<file path="src/rtl/hamming_encoder_tx_pkg.sv">
// Shared constants for the Hamming(12,8) serial transmitter.
// State encoding and codeword bit placement.
package hamming_encoder_tx_pkg;

  typedef enum logic [1:0] {
    ST_IDLE  = 2'd0,
    ST_START = 2'd1,
    ST_DATA  = 2'd2,
    ST_STOP  = 2'd3
  } state_t;

  localparam int DW   = 8;
  localparam int CW_W = 12;

  // Parity bits sit at the power-of-two positions (1-based 1,2,4,8)
  localparam logic [3:0] P0_POS = 4'd0;
  localparam logic [3:0] P1_POS = 4'd1;
  localparam logic [3:0] P2_POS = 4'd3;
  localparam logic [3:0] P3_POS = 4'd7;

  // Data bit i of the byte lands at codeword index D_POS[i]
  localparam logic [3:0] D_POS [DW] = '{
    4'd2, 4'd4, 4'd5, 4'd6, 4'd8, 4'd9, 4'd10, 4'd11
  };

endpackage

</file>
<file path="src/rtl/hamming_encoder_tx_if.sv">
// Byte-in / serial-out bundle of the Hamming transmitter.
// slave = transmitter side, master = byte source / line observer.
interface hamming_encoder_tx_if;
  import hamming_encoder_tx_pkg::*;

  logic [DW-1:0]   din;
  logic            din_valid;
  logic            din_ready;
  logic            inj_en;
  logic [3:0]      inj_pos;
  logic [CW_W-1:0] cw_out;
  logic            tx_bit;
  logic            tx_busy;
  logic            frame_done;

  modport slave (
    input  din, din_valid, inj_en, inj_pos,
    output din_ready, cw_out, tx_bit, tx_busy, frame_done
  );

  modport master (
    output din, din_valid, inj_en, inj_pos,
    input  din_ready, cw_out, tx_bit, tx_busy, frame_done
  );

endinterface

</file>
<file path="src/rtl/hamming_encoder_tx_encoder.sv">
// Combinational Hamming(12,8) encoder with optional
// single-bit error injection for receiver testing.
module hamming_encoder
  import hamming_encoder_tx_pkg::*;
(
  input  logic [DW-1:0]   din,
  input  logic            inj_en,
  input  logic [3:0]      inj_pos,
  output logic [CW_W-1:0] cw
);

  logic [CW_W-1:0] w_raw;
  logic [CW_W-1:0] w_flip;

  // Place data bits, then derive the four parity bits
  always_comb begin
    w_raw = '0;
    for (int i = 0; i < DW; i++) begin
      w_raw[D_POS[i]] = din[i];
    end
    w_raw[P0_POS] = din[6] ^ din[4] ^ din[3]
                  ^ din[1] ^ din[0];
    w_raw[P1_POS] = din[6] ^ din[5] ^ din[3]
                  ^ din[2] ^ din[0];
    w_raw[P2_POS] = din[7] ^ din[3] ^ din[2]
                  ^ din[1];
    w_raw[P3_POS] = din[7] ^ din[6] ^ din[5]
                  ^ din[4];
  end

  // Injection mask; positions past the codeword mean no flip
  always_comb begin
    w_flip = '0;
    if (inj_en && (inj_pos < 4'(CW_W))) begin
      w_flip[inj_pos] = 1'b1;
    end
  end

  assign cw = w_raw ^ w_flip;

endmodule

</file>
<file path="src/rtl/hamming_encoder_tx.sv">
// Hamming(12,8) transmitter: accepts a byte, encodes it and
// sends start bit, 12 codeword bits MSB first, then stop bits.
module hamming_encoder_tx
  import hamming_encoder_tx_pkg::*;
#(
  parameter int CLKS_PER_BIT = 16,
  parameter int STOP_BITS    = 2
) (
  input logic           clk,
  input logic           rst,
  hamming_encoder_tx_if.slave bus
);

  localparam logic [15:0] CNT_LAST  = 16'(CLKS_PER_BIT - 1);
  localparam logic [15:0] CNT_PRE   = 16'(CLKS_PER_BIT - 2);
  localparam logic [3:0]  DATA_LAST = 4'(CW_W - 1);
  localparam logic [3:0]  STOP_LAST = 4'(STOP_BITS - 1);

  state_t          r_state;
  logic [15:0]     r_cnt;
  logic [3:0]      r_idx;
  logic [CW_W-1:0] r_cw;
  logic            r_tx_bit;
  logic            r_ready;
  logic            r_busy;
  logic            r_done;

  logic [CW_W-1:0] w_cw;
  logic            w_accept;
  logic            w_bit_end;

  hamming_encoder u_enc (
    .din     (bus.din),
    .inj_en  (bus.inj_en),
    .inj_pos (bus.inj_pos),
    .cw      (w_cw)
  );

  // Ready is only ever high in IDLE, so this is the capture strobe
  assign w_accept  = r_ready & bus.din_valid;
  assign w_bit_end = (r_cnt == CNT_LAST);

  // Frame FSM, bit timer and serializer with registered outputs
  always_ff @(posedge clk or posedge rst) begin
    if (rst) begin
      r_state  <= ST_IDLE;
      r_cnt    <= '0;
      r_idx    <= '0;
      r_cw     <= '0;
      r_tx_bit <= 1'b1;
      r_ready  <= 1'b0;
      r_busy   <= 1'b0;
      r_done   <= 1'b0;
    end else begin
      r_done <= 1'b0;
      unique case (r_state)
        ST_IDLE: begin
          r_tx_bit <= 1'b1;
          r_cnt    <= '0;
          r_idx    <= '0;
          if (w_accept) begin
            r_state  <= ST_START;
            r_ready  <= 1'b0;
            r_busy   <= 1'b1;
            r_tx_bit <= 1'b0;
            r_cw     <= w_cw;
          end else begin
            r_ready <= 1'b1;
          end
        end
        ST_START: begin
          if (w_bit_end) begin
            r_cnt    <= '0;
            r_idx    <= '0;
            r_state  <= ST_DATA;
            r_tx_bit <= r_cw[DATA_LAST];
          end else begin
            r_cnt <= r_cnt + 16'd1;
          end
        end
        ST_DATA: begin
          if (w_bit_end) begin
            r_cnt <= '0;
            if (r_idx == DATA_LAST) begin
              r_state  <= ST_STOP;
              r_idx    <= '0;
              r_tx_bit <= 1'b1;
            end else begin
              r_idx    <= r_idx + 4'd1;
              r_tx_bit <= r_cw[DATA_LAST - r_idx - 4'd1];
            end
          end else begin
            r_cnt <= r_cnt + 16'd1;
          end
        end
        ST_STOP: begin
          // Pulse lands on the final cycle of the last stop bit
          if ((r_idx == STOP_LAST) && (r_cnt == CNT_PRE)) begin
            r_done <= 1'b1;
          end
          if (w_bit_end) begin
            r_cnt <= '0;
            if (r_idx == STOP_LAST) begin
              r_state <= ST_IDLE;
              r_idx   <= '0;
              r_busy  <= 1'b0;
              r_ready <= 1'b1;
            end else begin
              r_idx <= r_idx + 4'd1;
            end
          end else begin
            r_cnt <= r_cnt + 16'd1;
          end
        end
        default: r_state <= ST_IDLE;
      endcase
    end
  end

  assign bus.din_ready  = r_ready;
  assign bus.cw_out     = r_cw;
  assign bus.tx_bit     = r_tx_bit;
  assign bus.tx_busy    = r_busy;
  assign bus.frame_done = r_done;

endmodule

</file>
<file path="src/flat_wrapper.sv">
// flat-port wrapper written by rule: the top's interface ports become plain ports
module hamming_encoder_tx_flat import hamming_encoder_tx_pkg::*;
#(
  parameter int CLKS_PER_BIT = 16,
  parameter int STOP_BITS    = 2
)
  (clk, rst, bus_din, bus_din_valid, bus_inj_en, bus_inj_pos, bus_din_ready, bus_cw_out, bus_tx_bit, bus_tx_busy, bus_frame_done);
  hamming_encoder_tx_if bus_i ();
  input logic clk;
  input logic rst;
  input wire logic [$bits(bus_i.din)-1:0] bus_din;
  input wire logic [$bits(bus_i.din_valid)-1:0] bus_din_valid;
  input wire logic [$bits(bus_i.inj_en)-1:0] bus_inj_en;
  input wire logic [$bits(bus_i.inj_pos)-1:0] bus_inj_pos;
  output wire logic [$bits(bus_i.din_ready)-1:0] bus_din_ready;
  output wire logic [$bits(bus_i.cw_out)-1:0] bus_cw_out;
  output wire logic [$bits(bus_i.tx_bit)-1:0] bus_tx_bit;
  output wire logic [$bits(bus_i.tx_busy)-1:0] bus_tx_busy;
  output wire logic [$bits(bus_i.frame_done)-1:0] bus_frame_done;
  assign bus_i.din = bus_din;
  assign bus_i.din_valid = bus_din_valid;
  assign bus_i.inj_en = bus_inj_en;
  assign bus_i.inj_pos = bus_inj_pos;
  assign bus_din_ready = bus_i.din_ready;
  assign bus_cw_out = bus_i.cw_out;
  assign bus_tx_bit = bus_i.tx_bit;
  assign bus_tx_busy = bus_i.tx_busy;
  assign bus_frame_done = bus_i.frame_done;
  hamming_encoder_tx #(.CLKS_PER_BIT(CLKS_PER_BIT), .STOP_BITS(STOP_BITS)) u_core (.clk(clk), .rst(rst), .bus(bus_i));
endmodule
</file>
<file path="config.mk">
export PLATFORM = sky130hd
export DESIGN_NAME = hamming_encoder_tx_flat
export DESIGN_NICKNAME = d
export VERILOG_FILES = /design/src/rtl/hamming_encoder_tx_pkg.sv /design/src/rtl/hamming_encoder_tx_if.sv /design/src/rtl/hamming_encoder_tx_encoder.sv /design/src/rtl/hamming_encoder_tx.sv /design/src/flat_wrapper.sv
export SDC_FILE = /design/constraint.sdc
export NUM_CORES = 1
export LEC_CHECK = 0
export CAP_MARGIN = 30
export CORE_MARGIN = 2
export CORE_UTILIZATION = 43
export DETAILED_ROUTE_END_ITERATION = 12
export PLACE_DENSITY_LB_ADDON = 0.25
export SYNTH_ARGS = -nofsm -noshare
export SYNTH_HDL_FRONTEND = slang
export SYNTH_HIERARCHICAL = 1
export SYNTH_SLANG_ARGS = --single-unit
</file>
<file path="constraint.sdc">
create_clock -name clk -period 2 [get_ports clk]
set_input_delay 0.2 -clock clk [delete_from_list [all_inputs] [get_ports clk]]
set_output_delay 0.2 -clock clk [all_outputs]
set_load 0.02 [all_outputs]
</file>
==> impl_metrics.py, run 1 <==
metrics = {
    "drt": {
        "wl_met1_um": 2361,
        "viasPerCell": 5.243,
        "met2_length_um": 2503,
        "routed_wl_um": 5091,
        "detail-route-antenna-nets": 0,
        "drt_first_pass_iters": 5,
        "drtIter0Drc": 79,
        "wl_met3_um": 166,
        "drc": 0,
        "wl_per_cell_um": 14.76,
        "vias": 1809,
        "maxUsedRoutingLayer": "met4",
    },
    "clocking": {
        "cts.sinks": 38,
        "cts_tree": "done",
        "cts_root_buffer": "clkbuf_8",
        "cts_hold_buf": 0,
        "clk_pin_slew_ns": 0.07,
        "htree_levels": 2,
        "clk_latency_ns": 0.29,
        "clk_path_buf_depth": 2,
        "cts_made_buffers": 5,
    },
    "worst_setup_path": {
        "arrival_ns": 2.18,
        "timing.rr.end": "u_core/bus.tx_bit",
        "worstSetupStartpointType": "flip-flop",
        "cp_max_fo": 7,
        "rrSetupSlack_ns": 0.04,
        "slowest_stage": "mux4_2",
        "cp_cell_sequence": "inv_4, ha_4, mux2_1, mux4_2, a2bb2oi_2, a211o_1, a31oi_1",
        "worstPathRequired_ns": 2.21,
        "crit_cells": 7,
        "reg2reg_depth": 7,
        "cp_num_buf_inv": 1,
        "path_delay_family": "multiplexers",
        "slowest_delay_ns": 0.48,
        "r2r-start": "u_core/r_idx[1]",
        "critical_path_class": "flip-flop to flip-flop",
        "cp-end-kind": "flip-flop",
    },
    "cells_and_area": {
        "final_common_cell": "dfrtp_1",
        "area_delta_synth_final_pct": 23.15,
        "multi_input_area_um2": 1394,
        "drive_gt1_frac": 0.1905,
        "fillers": 500,
        "nets": 296,
        "diodes": 0,
        "ff_latch_area_um2": 952.2,
        "final_cell_mix": "37 x dfrtp_1, 33 x nor2_1, 31 x clkdlybuf4s50_1",
    },
    "floorplanning": {
        "dieArea_um2": 6182,
        "core_um2": 5439,
        "die_h_um": 78.63,
        "initial_utilization": 0.4403,
        "rows": 27,
        "io-pin-count": 32,
        "die_w_um": 78.63,
    },
    "pwr": {
        "p_sw_frac": 0.3995,
        "total_power_uw": 4002,
        "leakagePower_uw": 0.001272,
        "seq_power_share": 0.316,
        "p_sw_uw": 1599,
        "cell_internal_pwr_uw": 2403,
        "vdd_drop_max_uv": 705.7,
        "p_per_area_nw_per_um2": 1357,
        "clkPwrFrac": 0.139,
        "p_comb_frac": 0.545,
    },
    "placed_design": {
        "port-buffer-count": 31,
        "gp_congestion": 0.8761,
        "dpl.hpwl_um": 3734,
    },
    "logic_synthesis": {
        "muxShareOfSynthArea": 0.1123,
        "synthFlopType": "dfrtp_1",
        "synth_cells": 232,
        "synth_xor_area_frac": 0.1494,
        "synthDistinctLibCells": 48,
        "yosys.area.top_type": "dfrtp_1",
        "synth_top_family_by_area": "simple AND/OR/NAND/NOR gates",
        "syn-num-nets": 256,
        "synth-seq-area-share": 0.3976,
        "synth.top_cell.area_share": 0.3866,
        "synth-simple-area-share": 0.1792,
        "async_flop_share": 1.000,
        "synth_compound_area_frac": 0.08673,
        "synth_edf_count": 0,
        "synth_seq_cells": 38,
        "syn-cell-area_um2": 2395,
        "synth_area_leaders": "dfrtp_1 39%, xor2_1 7.3%, mux2_2 6.6%",
        "ys_warn_count": 6,
        "postSynthAreaPerCell_um2": 10.32,
        "yosys.area_share.adder": 0.04180,
    },
    "timing": {
        "max_clock_freq_mhz": 509.6,
        "hold_viol_final": 0,
        "setup_viol": 0,
        "finClkSkew_ns": 0.003267,
        "rsz0062_at_grt": "yes",
        "finalCriticalPeriod_ns": 1.962,
        "max_slew_margin": 0.6732,
        "finalSetupTns_ns": 0,
        "final_max_slew_viol_count": 0,
        "hold_ws_ns": 0.3249,
        "min_period_over_period": 0.9812,
        "tightest_slew_ns": 0.4902,
    },
    "worst_hold_path": {
        "hp-class": "primary input to asynchronous set/reset pin",
    },
    "grt": {
        "antenna_found_initial": 0,
        "grt_pass1_wl_um": 8735,
        "grt_pass1_vias": 1870,
        "grt_max_degree": 39,
        "grt_use_total": 0.1795,
        "overflow": 0,
    },
    "job": {
        "cap_violations": 0,
    },
    "status": {
        "status": "finished, final reports clean",
    },
}
## metrics by stage
stage | setup WS [ns] | cell area (µm²) | instances | utilization
global placement | 0.08463 | 2829 | 336 | 0.5201
CTS | 0.01129 | 2924 | 344 | 0.5376
detailed placement | 0.04001 | 2829 | 336 | 0.5201
floorplan | -0.01759 | 2420 | 232 | -
global route | -0.04277 | 2949 | 345 | 0.5422
finish | 0.03755 | 2949 | 345 | 0.5422
## cell type report
class,count,share of cell area
repair buffers,42,0.1332
well taps,72,0.03055
inverters,6,0.008485
clock buffers,6,0.02800
flip-flops and latches,38,0.3229
clock inverters,2,0.004243
multi-input cells,179,0.4726
## power by group through the flow
stage               Combinational [µW]  Clock [µW]  Sequential [µW]
floorplan                         1370           0             1360
global placement                  2100           0             1280
finish                            2180         555             1270
detailed placement                2140           0             1270
CTS                               2150         580             1260
global route                      2390         610             1290
## worst reg2reg max path: cells and delay by family, from the launching register on
kind | cells | cell delay [ns]
AOI/OAI and AO/OA | 3 | 0.32
DFF | 1 | 0.39
adders and majority gates | 1 | 0.32
buffers and inverters | 1 | 0.04
muxes | 2 | 0.82
## worst max path at each step
stage	slack, ns	from	end
finish	0.04	u_core/r_idx[1]	u_core/bus.tx_bit
CTS	0.01	u_core/r_idx[1]	u_core/bus.tx_bit
detailed placement	0.04	u_core/r_idx[1]	u_core/bus.tx_bit
floorplan	-0.02	u_core/r_idx[1]	u_core/bus.tx_bit
global placement	0.08	u_core/r_idx[1]	u_core/bus.tx_bit
global route	-0.04	u_core/r_idx[1]	u_core/bus.tx_bit
## cell families after synthesis
kind of cell             Yosys count
multiplexers                      21
XOR/XNOR                          36
AO/OA/AOI/OAI                     27
flip-flops                        38
AND/OR/NAND/NOR                   87
buffers and inverters             15
adder cells (fa/ha/maj)            8
## state kept, by name, summed over array words and instances, names as in the netlist
signal and flops:
u_core/r_idx 4, u_core/bus.frame_done 1, u_core/bus.cw_out 12, u_core/bus.tx_bit 1, u_core/bus.din_ready 1, u_core/r_cnt 16, u_core/bus.tx_busy 1, u_core/r_state 2
## per-layer routing
layer,GRT usage,up-vias
li1,-,892
met1,0.2274,872
met2,0.3034,41
met3,0.03333,4
met4,0.06842,0
met5,0,-
## Yosys cell counts (3+ instances only)
master / n
nor2_1: 33
dfrtp_1: 37
nand3_1: 6
nor3_1: 7
buf_2: 3
nand2b_1: 4
nand4_1: 6
mux2_4: 3
xor2_1: 20
a31oi_1: 3
a21oi_1: 5
ha_1: 8
nand2_1: 13
o21ai_0: 3
and4_1: 3
inv_1: 6
xnor2_1: 12
mux2_2: 14
o31ai_1: 4
nor4_1: 3
## timing repair
action                                  CTS  global route
endpoints found under the setup margin    0             4
resized for setup                         0             4
buffers inserted                          0             1
Power figures use the tool's default switching activity.
==> inputs of run 2 (changes only) <==
Clock period 2 ns to 2.4 ns, I/O delays scaled along.
==> run 2 against run 1 <==
Against the previous run: clock skew grew 0.00063 ns; die area is the same; maximum frequency shrank 6.5%; register-to-register slack gained 0.26 ns; highest routed layer unchanged; flip-flop and latch count is the same.
==> impl_metrics.py, run 2 (same netlist as run 1, synthesis figures left out) <==
metrics = {
    "timing": {
        "setup_viol": 0,
        "finalSetupTns_ns": 0,
        "max_clock_freq_mhz": 476.2,
        "hold_viol_final": 0,
        "tightest_slew_ns": 0.6263,
        "rsz0062_at_grt": "no",
        "finClkSkew_ns": 0.003902,
        "final_max_slew_viol_count": 0,
        "min_period_over_period": 0.8750,
        "max_slew_margin": 0.5813,
        "finalCriticalPeriod_ns": 2.100,
    },
    "cells_and_area": {
        "final_cell_mix": "37 x dfrtp_1, 33 x nor2_1, 31 x clkdlybuf4s50_1",
        "fillers": 488,
        "drive_gt1_frac": 0.1466,
        "ff_latch_area_um2": 952.2,
        "multi_input_area_um2": 1364,
        "area_delta_synth_final_pct": 19.59,
        "diodes": 0,
        "regMostFlops": "u_core/r_cnt",
        "nets": 289,
        "largest_reg_flops": 16,
        "final_common_cell": "dfrtp_1",
        "stdcell_count": 338,
    },
    "status": {
        "status": "finished, final reports clean",
    },
    "clocking": {
        "clk_latency_ns": 0.28,
        "cts_hold_buf": 0,
        "cts_made_buffers": 5,
        "htree_levels": 2,
        "cts_resized": 0,
        "cts_tree": "done",
        "cts.sinks": 38,
        "cts_root_buffer": "clkbuf_8",
        "clk_path_buf_depth": 2,
        "postCtsSetupRepairBufs": 0,
        "clk_pin_slew_ns": 0.08,
    },
    "drt": {
        "drc": 0,
        "viasPerCell": 5.325,
        "vias": 1800,
        "routed_wl_um": 4791,
        "wl_per_cell_um": 14.17,
        "detail-route-antenna-nets": 0,
        "drtIter0Drc": 67,
        "drt_first_pass_iters": 4,
    },
    "floorplanning": {
        "io-pin-count": 32,
        "initial_utilization": 0.4403,
        "core_um2": 5439,
        "rows": 27,
        "die_h_um": 78.63,
        "die_w_um": 78.63,
        "dieArea_um2": 6182,
    },
    "placed_design": {
        "port-buffer-count": 31,
        "dpl.hpwl_um": 3587,
        "gp_congestion": 0.8375,
        "dp_cells": 330,
    },
    "worst_hold_path": {
        "hp-class": "primary input to asynchronous set/reset pin",
    },
    "worst_setup_path": {
        "arrival_ns": 2.31,
        "cp-end-kind": "flip-flop",
        "rrSetupSlack_ns": 0.30,
        "timing.rr.end": "u_core/bus.tx_bit",
        "worstPathRequired_ns": 2.61,
        "critical_path_class": "flip-flop to flip-flop",
        "reg2reg_depth": 8,
        "r2r-start": "u_core/r_idx[1]",
        "crit_path_start": "u_core/r_idx[1]",
        "cp_max_fo": 7,
        "worstSetupStartpointType": "flip-flop",
    },
    "grt": {
        "grt_max_degree": 39,
        "overflow": 0,
        "grt_pass1_wl_um": 8349,
        "grt_use_total": 0.1697,
        "antenna_found_initial": 0,
        "grt_pass1_vias": 1731,
    },
    "pwr": {
        "p_per_area_nw_per_um2": 1111,
        "leakagePower_uw": 0.001233,
        "vdd_drop_max_uv": 703.4,
    },
    "job": {
        "cap_violations": 0,
    },
}
run 2: changes by cell type in the layout (fill, tap and decap cells not counted):
| cell | delta |
|---|---|
| buf_4 | -7 |
| a21oi_1 | +1 |
| a21oi_2 | -1 |
| a311oi_1 | +1 |
| a311oi_2 | -1 |
| and4_1 | +1 |
| and4_2 | -1 |
| ha_1 | +1 |
| ha_4 | -1 |
| inv_1 | +1 |
| inv_4 | -1 |
| nor4_1 | +1 |
| nor4_2 | -1 |
run 2: per-layer routing:
metal  GRT usage  share of wire  vias to the layer above
met4     0.05439          0.013                        0
met2      0.2812           0.48                       45
met3     0.02644          0.039                        5
met1      0.2275           0.47                      872
met5           0              0                        -
li1            -              -                      878
run 2: report_power, final:
group	internal, µW	switching (µW)
clock network	231	227
registers	841	205
logic	840	839
total	1910	1270
run 2: layout make-up:
type                            instances  area share
Inverter                                6    0.007864
Multi-Input combinational cell        179      0.4762
Clock inverter                          2    0.004369
Tap cell                               72     0.03145
Sequential cell                        38      0.3325
Clock buffer                            6     0.02883
Timing Repair Buffer                   35      0.1188
run 2: worst max path at each step:
stage                              to  slack [ns]  cells past startpoint
global placement    u_core/bus.tx_bit        0.35                      7
detailed placement  u_core/bus.tx_bit        0.32                      7
finish              u_core/bus.tx_bit        0.30                      8
floorplan           u_core/bus.tx_bit        0.26                      9
global route        u_core/bus.tx_bit        0.15                      8
CTS                 u_core/bus.tx_bit        0.29                      7
run 2: worst max-delay path, cell delays in order, from the launching register on:
cell and delay, ns:
dfrtp_1 0.36, inv_1 0.05, ha_1 0.46, mux2_4 0.34, a311oi_1 0.32, a2bb2oi_2 0.19, a2bb2oi_2 0.14, a211o_1 0.11
a31oi_1 0.07
run 2: per-stage QoR:
step           area [µm²]  total power, µW    util  hold WS (ns)  setup slack (ns)
2_1_floorplan        2395             2244       -        0.4317            0.2635
3_3_place_gp         2769             2720  0.5091        0.4850            0.3545
3_5_place_dp         2769             2733  0.5091        0.4956            0.3228
4_1_cts              2864             3201  0.5266        0.3800            0.2928
5_1_grt              2864             3416  0.5266        0.4255            0.1459
6_report             2864             3183  0.5266        0.3565            0.3000
